[src/rtl/tandem_axil_cmd_seq_if.sv]
// AXI-Lite bus bundle between the command sequencer (master) and a slave.
// Protection fields are not carried; a wrapper ties awprot/arprot to 3'b000.
interface tandem_axil_cmd_seq_if #(
    parameter int ADDR_WIDTH = 16,
    parameter int DATA_WIDTH = 32
);
    localparam int STRB_WIDTH = DATA_WIDTH / 8;

    logic [ADDR_WIDTH-1:0] awaddr;
    logic                  awvalid;
    logic                  awready;
    logic [DATA_WIDTH-1:0] wdata;
    logic [STRB_WIDTH-1:0] wstrb;
    logic                  wvalid;
    logic                  wready;
    logic [1:0]            bresp;
    logic                  bvalid;
    logic                  bready;
    logic [ADDR_WIDTH-1:0] araddr;
    logic                  arvalid;
    logic                  arready;
    logic [DATA_WIDTH-1:0] rdata;
    logic [1:0]            rresp;
    logic                  rvalid;
    logic                  rready;

    modport master (
        output awaddr, awvalid, input awready,
        output wdata, wstrb, wvalid, input wready,
        input  bresp, bvalid, output bready,
        output araddr, arvalid, input arready,
        input  rdata, rresp, rvalid, output rready
    );

    modport slave (
        input  awaddr, awvalid, output awready,
        input  wdata, wstrb, wvalid, output wready,
        output bresp, bvalid, input bready,
        input  araddr, arvalid, output arready,
        output rdata, rresp, rvalid, input rready
    );
endinterface

[src/rtl/tandem_axil_cmd_seq.sv]
// Single-outstanding command sequencer: turns one read/write command at a
// time into an AXI-Lite transaction and reports a one-cycle completion pulse.
// Each channel phase is guarded by a wait counter that aborts with status 11.
module tandem_axil_cmd_seq #(
    parameter int ADDR_WIDTH = 16,
    parameter int DATA_WIDTH = 32,
    parameter int TIMEOUT    = 1023
) (
    input  logic                  axi_aclk,
    input  logic                  axi_areset,
    input  logic                  cmd_valid,
    output logic                  cmd_ready,
    input  logic                  cmd_write,
    input  logic [ADDR_WIDTH-1:0] cmd_addr,
    input  logic [DATA_WIDTH-1:0] cmd_wdata,
    output logic                  rsp_valid,
    output logic [DATA_WIDTH-1:0] rsp_rdata,
    output logic [1:0]            rsp_status,
    tandem_axil_cmd_seq_if.master m_axil
);
    // Counter value at which a phase with no handshake is abandoned, so a
    // valid is visible for exactly TIMEOUT cycles before it drops.
    localparam logic [15:0] WAIT_LAST = 16'(TIMEOUT - 1);

    typedef enum logic [2:0] {
        IDLE  = 3'd0,
        WREQ  = 3'd1,
        WRESP = 3'd2,
        RREQ  = 3'd3,
        RRESP = 3'd4
    } state_t;

    state_t                state_q, state_d;
    logic                  awvalid_q, awvalid_d;
    logic                  wvalid_q, wvalid_d;
    logic                  arvalid_q, arvalid_d;
    logic [ADDR_WIDTH-1:0] addr_q, addr_d;
    logic [DATA_WIDTH-1:0] wdata_q, wdata_d;
    logic [15:0]           wait_q, wait_d;
    logic                  rsp_valid_q, rsp_valid_d;
    logic [DATA_WIDTH-1:0] rsp_rdata_q, rsp_rdata_d;
    logic [1:0]            rsp_status_q, rsp_status_d;

    logic aw_hs_s, w_hs_s, b_hs_s, ar_hs_s, r_hs_s;
    logic aw_done_s, w_done_s, expired_s;

    // SLVERR and DECERR both collapse to 10; 11 is reserved for timeout.
    function automatic logic [1:0] map_resp(input logic [1:0] resp);
        map_resp = resp[1] ? 2'b10 : resp;
    endfunction

    assign aw_hs_s   = awvalid_q & m_axil.awready;
    assign w_hs_s    = wvalid_q & m_axil.wready;
    assign b_hs_s    = (state_q == WRESP) & m_axil.bvalid;
    assign ar_hs_s   = arvalid_q & m_axil.arready;
    assign r_hs_s    = (state_q == RRESP) & m_axil.rvalid;
    assign aw_done_s = ~awvalid_q | aw_hs_s;
    assign w_done_s  = ~wvalid_q | w_hs_s;
    assign expired_s = (wait_q == WAIT_LAST);

    assign cmd_ready      = (state_q == IDLE);
    // Response channels stay ready in IDLE so stale beats after a timeout drain.
    assign m_axil.bready  = (state_q == IDLE) | (state_q == WRESP);
    assign m_axil.rready  = (state_q == IDLE) | (state_q == RRESP);
    assign m_axil.awaddr  = addr_q;
    assign m_axil.araddr  = addr_q;
    assign m_axil.wdata   = wdata_q;
    assign m_axil.wstrb   = '1;
    assign m_axil.awvalid = awvalid_q;
    assign m_axil.wvalid  = wvalid_q;
    assign m_axil.arvalid = arvalid_q;
    assign rsp_valid      = rsp_valid_q;
    assign rsp_rdata      = rsp_rdata_q;
    assign rsp_status     = rsp_status_q;

    // Next-state, channel valids, wait counter and completion response.
    always_comb begin
        state_d      = state_q;
        awvalid_d    = awvalid_q;
        wvalid_d     = wvalid_q;
        arvalid_d    = arvalid_q;
        addr_d       = addr_q;
        wdata_d      = wdata_q;
        wait_d       = wait_q + 16'd1;
        rsp_valid_d  = 1'b0;
        rsp_rdata_d  = '0;
        rsp_status_d = 2'b00;
        case (state_q)
            IDLE: begin
                wait_d = 16'd0;
                if (cmd_valid) begin
                    addr_d = cmd_addr;
                    if (cmd_write) begin
                        wdata_d   = cmd_wdata;
                        awvalid_d = 1'b1;
                        wvalid_d  = 1'b1;
                        state_d   = WREQ;
                    end else begin
                        arvalid_d = 1'b1;
                        state_d   = RREQ;
                    end
                end else begin
                    state_d = IDLE;
                end
            end
            WREQ: begin
                if (aw_hs_s) awvalid_d = 1'b0; else awvalid_d = awvalid_q;
                if (w_hs_s)  wvalid_d  = 1'b0; else wvalid_d  = wvalid_q;
                if (aw_hs_s | w_hs_s) begin
                    wait_d = 16'd0;
                end else begin
                    wait_d = wait_q + 16'd1;
                end
                if (aw_done_s & w_done_s) begin
                    state_d = WRESP;
                end else if (!(aw_hs_s | w_hs_s) && expired_s) begin
                    awvalid_d    = 1'b0;
                    wvalid_d     = 1'b0;
                    rsp_valid_d  = 1'b1;
                    rsp_status_d = 2'b11;
                    state_d      = IDLE;
                end else begin
                    state_d = WREQ;
                end
            end
            WRESP: begin
                if (b_hs_s) begin
                    rsp_valid_d  = 1'b1;
                    rsp_status_d = map_resp(m_axil.bresp);
                    state_d      = IDLE;
                end else if (expired_s) begin
                    rsp_valid_d  = 1'b1;
                    rsp_status_d = 2'b11;
                    state_d      = IDLE;
                end else begin
                    state_d = WRESP;
                end
            end
            RREQ: begin
                if (ar_hs_s) begin
                    arvalid_d = 1'b0;
                    wait_d    = 16'd0;
                    state_d   = RRESP;
                end else if (expired_s) begin
                    arvalid_d    = 1'b0;
                    rsp_valid_d  = 1'b1;
                    rsp_status_d = 2'b11;
                    state_d      = IDLE;
                end else begin
                    state_d = RREQ;
                end
            end
            RRESP: begin
                if (r_hs_s) begin
                    rsp_valid_d  = 1'b1;
                    rsp_rdata_d  = m_axil.rdata;
                    rsp_status_d = map_resp(m_axil.rresp);
                    state_d      = IDLE;
                end else if (expired_s) begin
                    rsp_valid_d  = 1'b1;
                    rsp_status_d = 2'b11;
                    state_d      = IDLE;
                end else begin
                    state_d = RRESP;
                end
            end
            default: begin
                awvalid_d = 1'b0;
                wvalid_d  = 1'b0;
                arvalid_d = 1'b0;
                wait_d    = 16'd0;
                state_d   = IDLE;
            end
        endcase
    end

    // State and output registers; reset aborts any transaction silently.
    always_ff @(posedge axi_aclk or posedge axi_areset) begin
        if (axi_areset) begin
            state_q      <= IDLE;
            awvalid_q    <= 1'b0;
            wvalid_q     <= 1'b0;
            arvalid_q    <= 1'b0;
            addr_q       <= '0;
            wdata_q      <= '0;
            wait_q       <= 16'd0;
            rsp_valid_q  <= 1'b0;
            rsp_rdata_q  <= '0;
            rsp_status_q <= 2'b00;
        end else begin
            state_q      <= state_d;
            awvalid_q    <= awvalid_d;
            wvalid_q     <= wvalid_d;
            arvalid_q    <= arvalid_d;
            addr_q       <= addr_d;
            wdata_q      <= wdata_d;
            wait_q       <= wait_d;
            rsp_valid_q  <= rsp_valid_d;
            rsp_rdata_q  <= rsp_rdata_d;
            rsp_status_q <= rsp_status_d;
        end
    end
endmodule
[src/flat_wrapper.sv]
// flat-port wrapper written by rule: the top's interface ports become plain ports
module tandem_axil_cmd_seq_flat 
#(
    parameter int ADDR_WIDTH = 16,
    parameter int DATA_WIDTH = 32,
    parameter int TIMEOUT    = 1023
)
  (axi_aclk, axi_areset, cmd_valid, cmd_ready, cmd_write, cmd_addr, cmd_wdata, rsp_valid, rsp_rdata, rsp_status, m_axil_awaddr, m_axil_awvalid, m_axil_awready, m_axil_wdata, m_axil_wstrb, m_axil_wvalid, m_axil_wready, m_axil_bresp, m_axil_bvalid, m_axil_bready, m_axil_araddr, m_axil_arvalid, m_axil_arready, m_axil_rdata, m_axil_rresp, m_axil_rvalid, m_axil_rready);
  tandem_axil_cmd_seq_if #(.ADDR_WIDTH(ADDR_WIDTH), .DATA_WIDTH(DATA_WIDTH)) m_axil_i ();
  input  logic axi_aclk;
  input  logic axi_areset;
  input  logic cmd_valid;
  output logic cmd_ready;
  input  logic cmd_write;
  input  logic [ADDR_WIDTH-1:0] cmd_addr;
  input  logic [DATA_WIDTH-1:0] cmd_wdata;
  output logic rsp_valid;
  output logic [DATA_WIDTH-1:0] rsp_rdata;
  output logic [1:0] rsp_status;
  output wire logic [$bits(m_axil_i.awaddr)-1:0] m_axil_awaddr;
  output wire logic [$bits(m_axil_i.awvalid)-1:0] m_axil_awvalid;
  input wire logic [$bits(m_axil_i.awready)-1:0] m_axil_awready;
  output wire logic [$bits(m_axil_i.wdata)-1:0] m_axil_wdata;
  output wire logic [$bits(m_axil_i.wstrb)-1:0] m_axil_wstrb;
  output wire logic [$bits(m_axil_i.wvalid)-1:0] m_axil_wvalid;
  input wire logic [$bits(m_axil_i.wready)-1:0] m_axil_wready;
  input wire logic [$bits(m_axil_i.bresp)-1:0] m_axil_bresp;
  input wire logic [$bits(m_axil_i.bvalid)-1:0] m_axil_bvalid;
  output wire logic [$bits(m_axil_i.bready)-1:0] m_axil_bready;
  output wire logic [$bits(m_axil_i.araddr)-1:0] m_axil_araddr;
  output wire logic [$bits(m_axil_i.arvalid)-1:0] m_axil_arvalid;
  input wire logic [$bits(m_axil_i.arready)-1:0] m_axil_arready;
  input wire logic [$bits(m_axil_i.rdata)-1:0] m_axil_rdata;
  input wire logic [$bits(m_axil_i.rresp)-1:0] m_axil_rresp;
  input wire logic [$bits(m_axil_i.rvalid)-1:0] m_axil_rvalid;
  output wire logic [$bits(m_axil_i.rready)-1:0] m_axil_rready;
  assign m_axil_awaddr = m_axil_i.awaddr;
  assign m_axil_awvalid = m_axil_i.awvalid;
  assign m_axil_i.awready = m_axil_awready;
  assign m_axil_wdata = m_axil_i.wdata;
  assign m_axil_wstrb = m_axil_i.wstrb;
  assign m_axil_wvalid = m_axil_i.wvalid;
  assign m_axil_i.wready = m_axil_wready;
  assign m_axil_i.bresp = m_axil_bresp;
  assign m_axil_i.bvalid = m_axil_bvalid;
  assign m_axil_bready = m_axil_i.bready;
  assign m_axil_araddr = m_axil_i.araddr;
  assign m_axil_arvalid = m_axil_i.arvalid;
  assign m_axil_i.arready = m_axil_arready;
  assign m_axil_i.rdata = m_axil_rdata;
  assign m_axil_i.rresp = m_axil_rresp;
  assign m_axil_i.rvalid = m_axil_rvalid;
  assign m_axil_rready = m_axil_i.rready;
  tandem_axil_cmd_seq #(.ADDR_WIDTH(ADDR_WIDTH), .DATA_WIDTH(DATA_WIDTH), .TIMEOUT(TIMEOUT)) u_core (.axi_aclk(axi_aclk), .axi_areset(axi_areset), .cmd_valid(cmd_valid), .cmd_ready(cmd_ready), .cmd_write(cmd_write), .cmd_addr(cmd_addr), .cmd_wdata(cmd_wdata), .rsp_valid(rsp_valid), .rsp_rdata(rsp_rdata), .rsp_status(rsp_status), .m_axil(m_axil_i));
endmodule
[config.mk]
export PLATFORM = sky130hd
export DESIGN_NAME = tandem_axil_cmd_seq_flat
export DESIGN_NICKNAME = d
export VERILOG_FILES = /design/src/rtl/tandem_axil_cmd_seq_if.sv /design/src/rtl/tandem_axil_cmd_seq.sv /design/src/flat_wrapper.sv
export SDC_FILE = /design/constraint.sdc
export NUM_CORES = 1
export LEC_CHECK = 0
export CORE_ASPECT_RATIO = 2
export CORE_MARGIN = 2
export CORE_UTILIZATION = 46
export CTS_BUF_LIST = sky130_fd_sc_hd__clkbuf_8
export CTS_CLUSTER_DIAMETER = 60
export DETAILED_ROUTE_END_ITERATION = 10
export GPL_TIMING_DRIVEN = 0
export PLACE_DENSITY = 0.95
export SYNTH_ARGS = -nofsm -noshare
export SYNTH_HDL_FRONTEND = slang
export SYNTH_SLANG_ARGS = --single-unit
export TNS_END_PERCENT = 1
[constraint.sdc]
create_clock -name axi_aclk -period 5.73 [get_ports axi_aclk]
set_input_delay 1.146 -clock axi_aclk [delete_from_list [all_inputs] [get_ports axi_aclk]]
set_output_delay 1.146 -clock axi_aclk [all_outputs]
set_load 0.005 [all_outputs]
# ---- Yosys cells after proc, flatten, opt, wreduce, memory -nomap -nowiden
# Cells that the tools add are included.
dict set report totals {
  regBits 105
  wordCells 92
  input_bits 93
  output_inout_bits 109
}
dict set report classes {
  mux 47
  eq_ne 9
  bitwise_logic 15
  reduce_logical 10
  n_addsub 1
}
# cell count
set op_table {}
lappend op_table {{$mux W32} 2}
lappend op_table {{$pmux W16 S3} 1}
lappend op_table {{$mux W16} 2}
lappend op_table {{$mux W2} 12}
lappend op_table {{$mux W1} 19}
lappend op_table {{$add A16 B1 Y16 const B} 1}
lappend op_table {{$eq A16 B10 Y1 const B} 1}
lappend op_table {{$mux W3} 5}
lappend op_table {{$pmux W3 S5} 1}
lappend op_table {{$pmux W1 S3} 3}
lappend op_table {{$pmux W2 S4} 1}
lappend op_table {{$and A1 B1 Y1} 6}
lappend op_table {{$eq A3 B2 Y1 const B} 2}
lappend op_table {{$reduce_and A3 Y1} 2}
lappend op_table {{$reduce_or A3 Y1} 2}
lappend op_table {{$or A1 B1 Y1} 5}
lappend op_table {{$ne A2 B2 Y1 const B} 2}
lappend op_table {{$not A1 Y1} 4}
lappend op_table {{$pmux W1 S4} 1}
lappend op_table {{$reduce_and A4 Y1} 1}
lappend op_table {{$eq A3 B1 Y1 const B} 1}
lappend op_table {{$eq A3 B3 Y1 const B} 1}
lappend op_table {{$logic_not A3 Y1} 1}
lappend op_table {{$ne A3 B1 Y1 const B} 1}
lappend op_table {{other kinds (5)} 5}

# ---- Logic depth before layout (Yosys ltp)
dict set report depth {
  depth_word 7
  ltp_mapped 7
  mapped_depth_nobuf 6
}

# ---- Least setup slack after synthesis
# No wires, ideal clock.
dict set report synth_path {
  path_kind {input -> register}
  start {in cmd_valid}
  end {reg u_core.wdata_q[10] (netlist: u_core.m_axil.wdata[10])}
  slack_ns 3.270
  n_path_buf 2
  setup_time_ns 0.125
  stages 5
  required_ns 5.605
  t_arrival_ns 2.335
  path_cell_list {nor4b_4 > and2_1 > buf_6 > buf_4 > mux2_2}
}
dict set report synth_between {
  elab_chain_cells 1
}
# item line_no
set synth_rtl {}
lappend synth_rtl {{start: declaration} flat_wrapper.sv:12} ;# input logic cmd_valid;
lappend synth_rtl {{$reduce_and A3 Y1 (no source line)} n/a}
lappend synth_rtl {{end signal: assignment} tandem_axil_cmd_seq.sv:196} ;# wdata_q <= wdata_d;
lappend synth_rtl {{end: declaration} tandem_axil_cmd_seq.sv:38} ;# logic [DATA_WIDTH-1:0] wdata_q, wdata_d;
# No other way between the ends.
# A chain may end at the register's enable or synchronous reset.

# ---- Final worst setup path
dict set report layout_path {
  start {reg u_core.state_q[0]}
  end {out cmd_ready}
}
dict set report layout_between {
  elab_chain_cells 1
}
# item line_no
set layout_rtl {}
lappend layout_rtl {{start: declaration} tandem_axil_cmd_seq.sv:33} ;# state_t state_q, state_d;
lappend layout_rtl {{start signal: assignment} tandem_axil_cmd_seq.sv:191} ;# state_q <= state_d;
lappend layout_rtl {{$logic_not A3 Y1} tandem_axil_cmd_seq.sv:61} ;# assign cmd_ready = (state_q == IDLE);
lappend layout_rtl {{end: declaration} flat_wrapper.sv:13} ;# output logic cmd_ready;
# No other way between the ends.

==> results.yml <==
floorplanning:
  rows: 50
  pin_count: 202
  dieArea_um2: 10400
  core_area_um2: 9320
  die_x_um: 73.1
  initial_core_util: 0.471
  die_h_um: 142
layout:
  fin_nets: 657
  drive_gt1_frac: 0.176
  filler_cell_count: 635
  final_cell_mix: "clkdlybuf4s50_1 (197), dfrtp_1 (105), mux2_2 (48)"
  area_delta_synth_final_pct: 53.2
  post-route-util: 0.722
  regArea_um2: 2630
  num_antenna_cells: 0
  layout_commonest_cell: "clkdlybuf4s50_1"
  multi_input_area_um2: 1500
setup_path:
  cp_max_fo: 10
  critical_path.startpoint: "u_core.state_q[0]$_DFF_PP0_"
  worstSetupEndpointType: "primary output"
  reg2reg_from: "u_core.state_q[2]$_DFF_PP0_"
  required_ns: 4.58
  path_buf_inv: 2
  critPathTopFamily: "buffers and inverters"
  critical_path_arrival_ns: 1.76
  critPathLaunchType: "register"
  slowest_stage: "clkdlybuf4s50_1"
  crit_type: "reg2out"
  slowest_delay_ns: 0.55
  crit_chain: "clkbuf_1 -> nor3_1 -> clkdlybuf4s50_1"
synth:
  synth.avg_cell_area_um2: 12.6
  ys_seq_area_frac: 0.598
  async_flop_share: 1.00
  synth_enable_flop_cells: 0
  syn_area_um2: 4390
  synthCells: 350
  synth_ff_type: "dfrtp_1"
  synthDistinctLibCells: 50
  yosysWarnings: 0
  synth_seq_cells: 105
clock_network:
  root_buffer: "clkbuf_8"
  cts-buffers-inserted: 9
  clkSlewWorstSetupHoldPaths_ns: 0.09
  clock_sinks: 105
  htreeDepth: 3
  cts_resized: 0
  postCtsSetupRepairBufs: 0
  postCtsHoldBufs: 0
  clock_latency_ns: 0.36
  cts_buffer_depth: 2
  cts_tree: "yes"
timing:
  max_freq_mhz: 345
  drv_slew: 0
  worst_pin_slew_ns: 0.795
  setup_violations: 0
  rsz0062_at_grt: "no"
  skew_ns: 0.00998
  setup_tns_ns: 0
  slew_headroom: 0.469
  final.min_clock_period_ns: 2.90
  hold_violations: 0
  min_period_over_period: 0.506
grt:
  antenna_found_initial: 0
  grt-ovfl-total: 0
  grt_use_total: 0.233
  grt_pass1_vias: 3630
  grt_start_max_net_pins: 64
  grt_first_pass_wirelength_um: 18400
route:
  wirelength_um: 11800
  wl_per_cell_um: 17.6
  vias_per_cell: 5.23
  first_pass_iters: 4
  ant_nets: 0
  drt_iter0_drc: 225
  routed-via-count: 3506
  drc_errors: 0
outcome:
  status: "finished clean"
power_and_ir_drop:
  finalPower_w: 0.00276
  vdd_drop_max_uv: 239
  leakage_nw: 2.97
  p_clk_frac: 0.163
  pwr-share-seq: 0.394
  power.share.combinational: 0.442
  power_switching_w: 0.000800
  p_per_area_nw_per_um2: 410
  p_int_w: 0.00196
  swShare: 0.290
place:
  routabilityCongestion: 0.877
  portBuffers: 197
  dp_hpwl_um: 9280
run:
  maxCapViolations: 0
min_path:
  hold_start: "u_core.m_axil.wdata[4]$_DFFE_PP0P_"
  hp-class: "reg2reg"
## sequential cells by signal, summed over array words and instances (netlist names)
name                   cells
u_core.m_axil.wdata       32
u_core.rsp_rdata          32
u_core.m_axil.araddr      16
u_core.wait_q             16
u_core.state_q             3
u_core.rsp_status          2
u_core.m_axil.arvalid      1
u_core.m_axil.awvalid      1
u_core.m_axil.wvalid       1
u_core.rsp_valid           1
## cells by family after synthesis
family / after synthesis / synth area share
AOI/OAI and AO/OA: 27 / 0.0424
xor gates and xnor gates: 12 / 0.0239
adders and majority gates: 2 / 0.00569
buffers and inverters: 44 / 0.0624
DFF: 105 / 0.598
muxes: 49 / 0.125
other: 1 / 0.000853
and+or+nand+nor: 110 / 0.142
## path summary, 6_finish.rpt
kind	cells past startpoint	slack, ns	endpoint
min in group asynchronous	2	1.20	u_core.rsp_valid$_DFF_PP0_
max in group asynchronous	3	3.86	u_core.rsp_rdata[11]$_DFF_PP0_
setup reg to reg	6	3.57	u_core.m_axil.wdata[16]$_DFFE_PP0P_
hold reg to reg	1	0.51	u_core.m_axil.wdata[4]$_DFFE_PP0P_
setup / recovery	3	2.83	cmd_ready
hold / removal	1	0.51	u_core.m_axil.wdata[4]$_DFFE_PP0P_
## synth_stat cells (2+ instances only)
cell / instances / area [µm²]
or3b_2: 3 / 26.3
buf_4: 22 / 165
nand2b_1: 3 / 18.8
inv_1: 7 / 26.3
o22ai_1: 2 / 12.5
nor4_1: 6 / 37.5
xor2_1: 2 / 17.5
xnor2_1: 10 / 87.6
nor3_1: 7 / 35.0
o41ai_1: 2 / 17.5
buf_2: 2 / 10.0
mux2_2: 48 / 541
buf_6: 3 / 33.8
nor2_1: 26 / 97.6
nand4_1: 2 / 12.5
o21ai_0: 5 / 25.0
a21o_1: 2 / 15.0
a21oi_1: 4 / 20.0
or3_1: 2 / 12.5
nand2_1: 10 / 37.5
a211oi_1: 2 / 15.0
clkbuf_1: 9 / 33.8
ha_1: 2 / 25.0
nand3_1: 6 / 30.0
and3_1: 33 / 206
and2_1: 2 / 12.5
dfrtp_1: 105 / 2630
## worst register-to-register path, delay by kind of cell (launching register included)
kind,cells,cell delay [ns]
and+or+nand+nor,2,0.77
buffers and inverters,3,0.53
muxes,1,0.36
DFF,1,0.40
## power groups by stage
stage | sequential (W) | clock [W] | combinational, W
after CTS | 0.00109 | 0.000462 | 0.00123
after floorplan | 0.00110 | 0 | 0.000503
after detailed placement | 0.00111 | 0 | 0.00122
after global placement | 0.00108 | 0 | 0.00118
after global routing | 0.00112 | 0.000492 | 0.00131
final | 0.00109 | 0.000451 | 0.00122
## metrics by stage
stage               area, µm²  cells  setup WS [ns]  hold slack (ns)
detailed placement       6540    655           2.51            0.495
global route             6730    671           2.75            0.533
CTS                      6730    671           2.82            0.517
finish                   6730    671           2.83            0.513
floorplan                4410    353           1.82            0.492
global placement         6510    654          0.508            0.491
## cell type report
class,instances,share of cell area
sequential,105,0.390
timing repair buffer,198,0.297
multi-input combinational,204,0.223
buffer,37,0.0368
tap,104,0.0193
clock buffer,9,0.0184
clock inverter,7,0.0104
inverter,7,0.00428
## per-layer routing
layer,global-route usage,vias up,routed length (µm)
li1,-,1626,-
met1,0.249,1696,4140
met2,0.417,149,6540
met3,0.0517,35,644
met4,0.114,0,497
met5,0,-,0
No activity file was read; power rests on OpenSTA's default activity.
